==> src/rtl/seq_shift_add_multiplier.sv <==
// rtl/seq_shift_add_multiplier.sv - sequential shift-add WIDTH x WIDTH multiplier with valid/ready handshakes
// Optional signed operand support: define SEQ_MULT_SIGNED_EN.
module seq_shift_add_multiplier #(
    parameter int WIDTH = 4
) (
    input  logic               clk,
    input  logic               rst_n,
    input  logic               in_valid,
    output logic               in_ready,
    input  logic [WIDTH-1:0]   a,
    input  logic [WIDTH-1:0]   b,
    output logic               out_valid,
    input  logic               out_ready,
    output logic [2*WIDTH-1:0] c
`ifdef SEQ_MULT_SIGNED_EN
    ,
    input  logic               signed_i
`endif
);

    localparam int CW = $clog2(WIDTH + 1);

    typedef enum logic [1:0] {IDLE, CALC, DONE} state_t;

    state_t             state, state_nx;
    logic [WIDTH-1:0]   mcand;
    logic [WIDTH-1:0]   acc;
    logic [WIDTH-1:0]   prod_lo;
    logic [CW-1:0]      cnt;
    logic [WIDTH:0]     acc_sum;
    logic [WIDTH-1:0]   a_mag;
    logic [WIDTH-1:0]   b_mag;
    logic               neg;
    logic               neg_nx;
    logic [2*WIDTH-1:0] product;
    logic               calc_done;

`ifdef SEQ_MULT_SIGNED_EN
    // Signed operands run through the unsigned core as magnitudes; the sign is reapplied at the output.
    always_comb begin
        a_mag  = (signed_i && a[WIDTH-1]) ? (~a + 1'b1) : a;
        b_mag  = (signed_i && b[WIDTH-1]) ? (~b + 1'b1) : b;
        neg_nx = signed_i & (a[WIDTH-1] ^ b[WIDTH-1]);
    end
`else
    always_comb begin
        a_mag  = a;
        b_mag  = b;
        neg_nx = 1'b0;
    end
`endif

    // The add result is one bit wider than the stored accumulator; that carry is shifted straight back in.
    assign acc_sum   = {1'b0, acc} + (prod_lo[0] ? {1'b0, mcand} : {(WIDTH+1){1'b0}});
    assign calc_done = (cnt == CW'(WIDTH));
    assign product   = {acc, prod_lo};

    always_ff @(posedge clk or negedge rst_n) begin
        if (!rst_n) begin
            state <= IDLE;
        end else begin
            state <= state_nx;
        end
    end

    always_comb begin
        state_nx  = state;
        in_ready  = 1'b0;
        out_valid = 1'b0;
        case (state)
            IDLE: begin
                in_ready = 1'b1;
                if (in_valid) begin
                    state_nx = CALC;
                end
            end
            CALC: begin
                if (calc_done) begin
                    state_nx = DONE;
                end
            end
            DONE: begin
                out_valid = 1'b1;
                if (out_ready) begin
                    state_nx = IDLE;
                end
            end
            default: state_nx = IDLE;
        endcase
    end

    always_ff @(posedge clk or negedge rst_n) begin
        if (!rst_n) begin
            mcand   <= '0;
            acc     <= '0;
            prod_lo <= '0;
            cnt     <= '0;
            neg     <= 1'b0;
        end else begin
            case (state)
                IDLE: begin
                    if (in_valid) begin
                        mcand   <= a_mag;
                        prod_lo <= b_mag;
                        acc     <= '0;
                        cnt     <= '0;
                        neg     <= neg_nx;
                    end
                end
                CALC: begin
                    if (!calc_done) begin
                        {acc, prod_lo} <= {acc_sum, prod_lo[WIDTH-1:1]};
                        cnt            <= cnt + 1'b1;
                    end
                end
                default: ;
            endcase
        end
    end

    always_comb begin
        c = '0;
        if (state == DONE) begin
            c = neg ? (~product + 1'b1) : product;
        end
    end

endmodule

==> config.mk <==
export PLATFORM = sky130hd
export DESIGN_NAME = seq_shift_add_multiplier
export DESIGN_NICKNAME = d
export VERILOG_FILES = /design/src/rtl/seq_shift_add_multiplier.sv
export SDC_FILE = /design/constraint.sdc
export NUM_CORES = 1
export LEC_CHECK = 0
export ABC_AREA = 1
export BUFFER_PORTS_ARGS = -buffer_cell sky130_fd_sc_hd__buf_2
export CORE_MARGIN = 1
export CORE_UTILIZATION = 53
export CTS_CLUSTER_SIZE = 40
export DETAILED_ROUTE_END_ITERATION = 16
export PLACE_DENSITY = 0.78
export SLEW_MARGIN = 20
export SYNTH_ARGS = -nofsm -noshare
export SYNTH_HDL_FRONTEND = slang
export SYNTH_SLANG_ARGS = --single-unit
==> constraint.sdc <==
create_clock -name clk -period 1.8 [get_ports clk]
set_input_delay 0.27 -clock clk [delete_from_list [all_inputs] [get_ports clk]]
set_output_delay 0.27 -clock clk [all_outputs]
set_load 0.05 [all_outputs]
==> impl_metrics.json, run 1 <==
{
  "dp_slack_ns": 0.278,
  "wl_um": 1970,
  "nNetsFinal": 172,
  "grt_pass1_wl_um": 3140,
  "tightest_slew_ns": 0.393,
  "cts_setup_buffers": 0,
  "die_w_um": 46.2,
  "grt_pass1_vias": 755,
  "port_buffers": 21,
  "power_leakage_nw": 0.674,
  "dp_hpwl_um": 1490,
  "path_class": "reg2out",
  "drive_gt1_frac": 0.276,
  "ys_seq_area_frac": 0.411,
  "num_antenna_cells": 0,
  "max_slew_margin": 0.738,
  "postSynthAreaPerCell_um2": 8.15,
  "path_clk_slew_ns": 0.10,
  "crit_fanout": 10,
  "cts_tree": "done",
  "rows": 15,
  "fin_setup_tns_ns": 0,
  "worstPathRequired_ns": 1.53,
  "vias_per_cell": 4.86,
  "vias": 860,
  "core_area_um2": 1780,
  "gp_congestion": 0.817,
  "vdd_drop_max_v": 0.00102,
  "synth_area_um2": 1030,
  "fin_crit_ns": 1.73,
  "fmax_ghz": 0.579,
  "final_cell_mix": "nand2_1 (33), inv_1 (21), buf_2 (19), dfrtp_1 (17)",
  "pwr_density_cell_nw_per_um2": 1550,
  "synthCells": 127,
  "cts_made_buffers": 3,
  "clock_latency_ns": 0.30,
  "start_util": 0.580,
  "synth-seq-cells": 17,
  "cts_max_level": 1,
  "antenna_found_initial": 0,
  "remaining_drc_errors": 0,
  "period_share": 0.959,
  "hold_violations": 0,
  "synth_fp_nets": 146,
  "grt_max_degree": 18,
  "cts-root-buf": "clkbuf_4",
  "dpl-instance-area_um2": 1150,
  "first_pass_iters": 4,
  "ios": 22,
  "maxCapViolCount": 0,
  "crit_path_end_kind": "output port",
  "post_drt_wl_per_cell_um": 11.1,
  "critPathLaunchType": "flop",
  "maxSlewViolCount": 0,
  "grtUsageTotal": 0.207,
  "die-area_um2": 2130,
  "final_cell_area_um2": 1190,
  "gr-total-overflow": 0,
  "clock-sinks": 17,
  "mostFrequentLayoutCell": "nand2_1",
  "die_y_um": 46.2,
  "setup_viol": 0,
  "ys_warn_count": 0,
  "crit_arrival_ns": 1.46,
  "outcome": "complete, no violations",
  "first_iter_violations": 20,
  "ant_nets": 0,
  "hp-class": "in2reg",
  "clockBufferDepth": 2,
  "rsz0062_at_grt": "no",
  "setup_slack_ns": 0.0733,
  "ys_types": 19,
  "syn_to_final_growth_pct": 15.4,
  "clock_skew_ns": 0.0135
}
[where the power goes]
group	internal, W	switching, W	total [W]
logic	0.000320	0.000683	0.00100
clock network	0.0000828	0.000131	0.000214
registers	0.000536	0.0000989	0.000635
total	0.000939	0.000913	0.00185
[path summary, 6_finish.rpt]
check                      slack, ns  endpoint        from  cells after the start
hold / removal                  0.19  state[1]   out_ready                      2
max in group asynchronous       1.10  state[1]       rst_n                      2
min in group asynchronous       0.40    acc[0]       rst_n                      2
setup reg to reg                0.21    acc[3]  prod_lo[0]                      8
hold reg to reg                 0.50  mcand[2]    mcand[2]                      2
setup / recovery                0.07      c[1]    state[0]                      4
[worst max-delay path, cell delays in order, from the launching register on]
cell     delay [ns]
dfrtp_1        0.44
inv_2          0.08
nand2_1        0.21
nor2_1         0.16
buf_2          0.28
[final cells by class]
cell class | instances | area, um2
inverter | 22 | 82.6
sequential | 17 | 425
clock buffer | 3 | 22.5
clock inverter | 1 | 5.00
tap | 25 | 31.3
multi-input combinational | 87 | 507
fill | 160 | 589
timing repair buffer | 22 | 120
[Yosys cell counts]
cell type | n | share of area
fa_1 | 1 | 0.019
inv_2 | 1 | 0.0036
inv_1 | 21 | 0.076
o22ai_1 | 1 | 0.0060
o22ai_2 | 1 | 0.012
nor2_2 | 2 | 0.012
nand2_1 | 33 | 0.12
ha_1 | 6 | 0.073
a21oi_1 | 3 | 0.015
nor2_4 | 1 | 0.011
nand2_2 | 2 | 0.012
buf_12 | 1 | 0.019
nor2_1 | 11 | 0.040
nand3_1 | 11 | 0.053
xor2_1 | 1 | 0.0085
nand2_4 | 2 | 0.022
o21ai_0 | 4 | 0.019
dfrtp_1 | 17 | 0.41
o21ai_2 | 8 | 0.068
[through the flow]
stage / std cells / util / total power [W] / hold slack [ns]
6_report: 177 / 0.669 / 0.00185 / 0.190
4_1_cts: 177 / 0.667 / 0.00186 / 0.187
3_5_place_dp: 172 / 0.646 / 0.00165 / 0.218
2_1_floorplan: 127 / - / 0.00151 / -0.0256
5_1_grt: 177 / 0.669 / 0.00200 / 0.196
3_3_place_gp: 172 / 0.646 / 0.00161 / 0.216
[routing by layer]
metal | GRT usage | part of all wire
met5 | 0 | 0
met4 | 0.0706 | 0.014
met3 | 0.0235 | 0.030
met2 | 0.338 | 0.46
met1 | 0.282 | 0.49
[sequential cells by signal, summed over array words and instances, names as in the netlist]
name,flops
acc,4
mcand,4
prod_lo,4
cnt,3
state,2
[cell families after synthesis]
kind of cell	synth area share
compound gates	0.120
xor+xnor	0.00847
fa+ha+maj	0.0919
buf+inv	0.0992
flops	0.411
simple gates	0.270
[what timing repair did]
item                                    4_1_cts  5_1_grt
hold buffers                                  1        0
endpoints found under the hold margin        17        0
endpoints found under the setup margin        0        2
resized for setup                             0        2
Note: power is estimated with default switching activity, not from simulation.
==> run 2, diff against run 1 <==
- REMOVE_ABC_BUFFERS: not set -> 1
==> impl_metrics.json, run 2 (synthesis gave the netlist of run 1 again) <==
{
  "outcome": "complete, no violations",
  "path_clk_slew_ns": 0.11,
  "dpl-instance-area_um2": 1150,
  "wl_um": 1970,
  "start_util": 0.580,
  "power_leakage_nw": 0.676,
  "pwr_density_cell_nw_per_um2": 1550,
  "nNetsFinal": 172,
  "port_buffers": 21,
  "crit_arrival_ns": 1.39,
  "remaining_drc_errors": 0,
  "fin_setup_tns_ns": 0,
  "die_w_um": 46.2,
  "setup_slack_ns": 0.143,
  "first_pass_iters": 4,
  "top_regs": "acc: 4 flops, mcand: 4 flops, prod_lo: 4 flops",
  "fin_crit_ns": 1.66,
  "seqCellArea_um2": 425,
  "clock_latency_ns": 0.29,
  "maxCapViolCount": 0,
  "grt_pass1_wl_um": 3070,
  "final_cell_mix": "nand2_1 (32), inv_1 (21), buf_2 (20), dfrtp_1 (17)",
  "hold_violations": 0,
  "max_slew_margin": 0.743,
  "post_drt_wl_per_cell_um": 11.2,
  "rows": 15,
  "final_cell_area_um2": 1190,
  "grt_max_degree": 18,
  "die-area_um2": 2130,
  "cts_tree": "done",
  "gr-total-overflow": 0,
  "dp_slack_ns": 0.256,
  "multi_input_area_um2": 509,
  "worstPathRequired_ns": 1.53,
  "cts-root-buf": "clkbuf_4",
  "critPathLaunchType": "flop",
  "grt_pass1_vias": 723,
  "n_fill_cell": 149,
  "ant_nets": 0,
  "fmax_ghz": 0.603,
  "vias": 841,
  "grtUsageTotal": 0.208,
  "vias_per_cell": 4.75,
  "maxSlewViolCount": 0,
  "clock_skew_ns": 0.00178,
  "cts_max_level": 1,
  "clockBufferDepth": 2,
  "setup_viol": 0,
  "mostFrequentLayoutCell": "nand2_1",
  "hp-class": "in2reg",
  "ios": 22,
  "cts_made_buffers": 3,
  "rsz0062_at_grt": "no",
  "period_share": 0.921,
  "drive_gt1_frac": 0.283,
  "syn_to_final_growth_pct": 15.4,
  "die_y_um": 46.2,
  "antenna_found_initial": 0,
  "gp_congestion": 0.854,
  "path_class": "reg2out",
  "num_antenna_cells": 0,
  "cts_setup_buffers": 0,
  "tightest_slew_ns": 0.385,
  "clock-sinks": 17,
  "dp_hpwl_um": 1510,
  "finish.utilization": 0.669,
  "first_iter_violations": 16,
  "vdd_drop_max_v": 0.000853,
  "crit_fanout": 10,
  "crit_path_end_kind": "output port",
  "core_area_um2": 1780
}
-- run 2: cell types whose count changed in the layout (fill, tap and decap cells not counted), sizes merged --
cell,before,now
buf,19,20
clkbuf,5,4
-- run 2: repair_timing --
item	CTS	global route
resized for setup	0	2
hold buffers	1	0
endpoints found under the hold margin	17	0
endpoints found under the setup margin	0	8
-- run 2: routing by layer --
metal	track usage	routed length, um
met2	0.324	921
met3	0.0627	77
met5	0	0
met4	0.0765	15
met1	0.271	959
-- run 2: where the power goes --
| part | internal, W | switching, W |
|---|---|---|
| Combinational | 0.000320 | 0.000678 |
| Clock | 0.0000826 | 0.000131 |
| Sequential | 0.000536 | 0.000106 |
| Total | 0.000939 | 0.000916 |
-- run 2: final timing paths --
check,start,slack [ns],cells after the start,end
setup / recovery,state[0],0.14,4,c[0]
hold / removal,out_ready,0.18,2,state[1]
setup reg to reg,prod_lo[0],0.23,7,acc[1]
hold reg to reg,mcand[0],0.50,2,mcand[0]
max in group asynchronous,rst_n,1.10,2,mcand[2]
min in group asynchronous,rst_n,0.43,2,prod_lo[2]
-- run 2: layout make-up --
| cell class | instances | share of cell area |
|---|---|---|
| Multi-Input combinational cell | 87 | 0.427 |
| Inverter | 22 | 0.0692 |
| Clock buffer | 3 | 0.0189 |
| Sequential cell | 17 | 0.356 |
| Tap cell | 25 | 0.0262 |
| Timing Repair Buffer | 22 | 0.0985 |
| Clock inverter | 1 | 0.00419 |
-- run 2: worst max-delay path: stages, from the launching register on --
cell and delay [ns]:
dfrtp_1 0.46, inv_2 0.10, nand2_2 0.14, nor2_1 0.13, buf_2 0.27
-- run 2: metrics by stage --
step | hold slack [ns] | power (W) | instances
final | 0.179 | 0.00185 | 177
after detailed placement | 0.212 | 0.00165 | 172
after CTS | 0.181 | 0.00186 | 177
after global placement | 0.204 | 0.00161 | 172
after global routing | 0.182 | 0.00202 | 177
after floorplan | -0.0256 | 0.00143 | 126
==> run 3, diff against run 2 <==
- SETUP_SLACK_MARGIN: not set -> 0.2
==> impl_metrics.json, run 3 (synthesis gave the netlist of run 1 again) <==
{
  "path_buf_inv": 2,
  "tightest_slew_ns": 0.376,
  "path_class": "reg2out",
  "slowest_delay_ns": 0.46,
  "cts_tree": "done",
  "final_cell_mix": "nand2_1 (32), inv_1 (21), dfrtp_1 (15), buf_2 (12), nand3_1 (11)",
  "dp_hpwl_um": 1510,
  "start_util": 0.580,
  "hp-class": "in2reg",
  "power_w": 0.00193,
  "core_area_um2": 1780,
  "gr-total-overflow": 0,
  "fmax_ghz": 0.640,
  "grtUsageTotal": 0.215,
  "vias_per_cell": 4.89,
  "cts-root-buf": "clkbuf_4",
  "outcome": "complete, no violations",
  "power_leakage_nw": 0.691,
  "rsz0062_at_grt": "yes",
  "setup_viol": 0,
  "clock_skew_ns": 0.00290,
  "path_clk_slew_ns": 0.11,
  "grt_max_degree": 18,
  "nNetsFinal": 173,
  "crit_arrival_ns": 1.29,
  "cpMaxStageDelayCell": "dfrtp_2",
  "wl_um": 2200,
  "vdd_drop_max_v": 0.00110,
  "period_share": 0.869,
  "num_antenna_cells": 0,
  "maxSlewViolCount": 0,
  "cts_made_buffers": 3,
  "grt_pass1_vias": 748,
  "clock_latency_ns": 0.30,
  "gp_congestion": 0.854,
  "fin_setup_tns_ns": 0,
  "dpl-instance-area_um2": 1150,
  "vias": 870,
  "clock-sinks": 17,
  "setup_slack_ns": 0.236,
  "final_cell_area_um2": 1250,
  "die_w_um": 46.2,
  "hold_violations": 0,
  "finish.utilization": 0.700,
  "cts_max_level": 1,
  "first_iter_violations": 17,
  "post_drt_wl_per_cell_um": 12.3,
  "critPathTopFamily": "flip-flops",
  "pwr_density_cell_nw_per_um2": 1550,
  "clockBufferDepth": 2,
  "fin_crit_ns": 1.56,
  "crit_fanout": 10,
  "antenna_found_initial": 0,
  "ant_nets": 0,
  "max_slew_margin": 0.749,
  "drive_gt1_frac": 0.320,
  "path_cells": "inv_2 > nand2_4 > nor2_1 > buf_4",
  "dp_slack_ns": 0.256,
  "mostFrequentLayoutCell": "nand2_1",
  "first_pass_iters": 4,
  "worstPathRequired_ns": 1.53,
  "crit_path_end_kind": "output port",
  "remaining_drc_errors": 0,
  "die-area_um2": 2130,
  "maxCapViolCount": 0,
  "grt_pass1_wl_um": 3170,
  "rows": 15,
  "ios": 22,
  "die_y_um": 46.2,
  "port_buffers": 21,
  "critPathLaunchType": "flop",
  "syn_to_final_growth_pct": 20.6,
  "top_regs": "acc: 4 flops, mcand: 4 flops, prod_lo: 4 flops"
}
[run 3: cell count changes in the layout (fill, tap and decap cells not counted), sizes merged]
| cell | before | now |
|---|---|---|
| buf | 20 | 21 |
[run 3: power by group]
part           switching, W  internal (W)
logic              0.000718      0.000347
registers          0.000105      0.000540
clock network      0.000136     0.0000828
[run 3: worst min-delay path, cell delays in order]
cell,delay [ns]
buf_2,0.08
nand3_1,0.06
nand2_1,0.06
[run 3: worst paths after layout]
path,startpoint,endpoint,slack (ns),cells past startpoint
setup / recovery,state[0],c[1],0.24,4
hold / removal,a[2],mcand[2],0.20,3
setup reg to reg,prod_lo[0],acc[3],0.31,8
hold reg to reg,mcand[2],mcand[2],0.50,2
max in group asynchronous,rst_n,state[1],1.09,2
min in group asynchronous,rst_n,prod_lo[2],0.41,2
[run 3: final cells by class]
cell class                 instances  area, um2
fill                             133        536
multi-input combinational         87        522
clock buffer                       3       22.5
tap                               25       31.3
inverter                          22       82.6
clock inverter                     1       5.00
timing repair buffer              23        156
sequential                        17        428
[run 3: per-layer routing]
layer | up-vias | wire (um) | global-route usage | part of all wire
li1 | 447 | - | - | -
met1 | 404 | 1000 | 0.271 | 0.46
met2 | 17 | 1100 | 0.349 | 0.50
met3 | 2 | 60 | 0.0627 | 0.027
met4 | 0 | 31 | 0.0765 | 0.014
met5 | - | 0 | 0 | 0
[run 3: metrics by stage]
| step | hold slack, ns | std cells |
|---|---|---|
| detailed placement | 0.212 | 172 |
| finish | 0.199 | 178 |
| floorplan | -0.0256 | 126 |
| CTS | 0.181 | 177 |
| global placement | 0.204 | 172 |
| global route | 0.178 | 178 |
[run 3: repair_timing]
action                                  in CTS  in global routing
hold endpoints to repair                    17                  0
endpoints found under the setup margin       9                 13
pin swaps                                    0                  2
cloned                                       0                  0
resized for setup                            9                 10
hold buffers                                 1                  0
buffers inserted                             0                  1
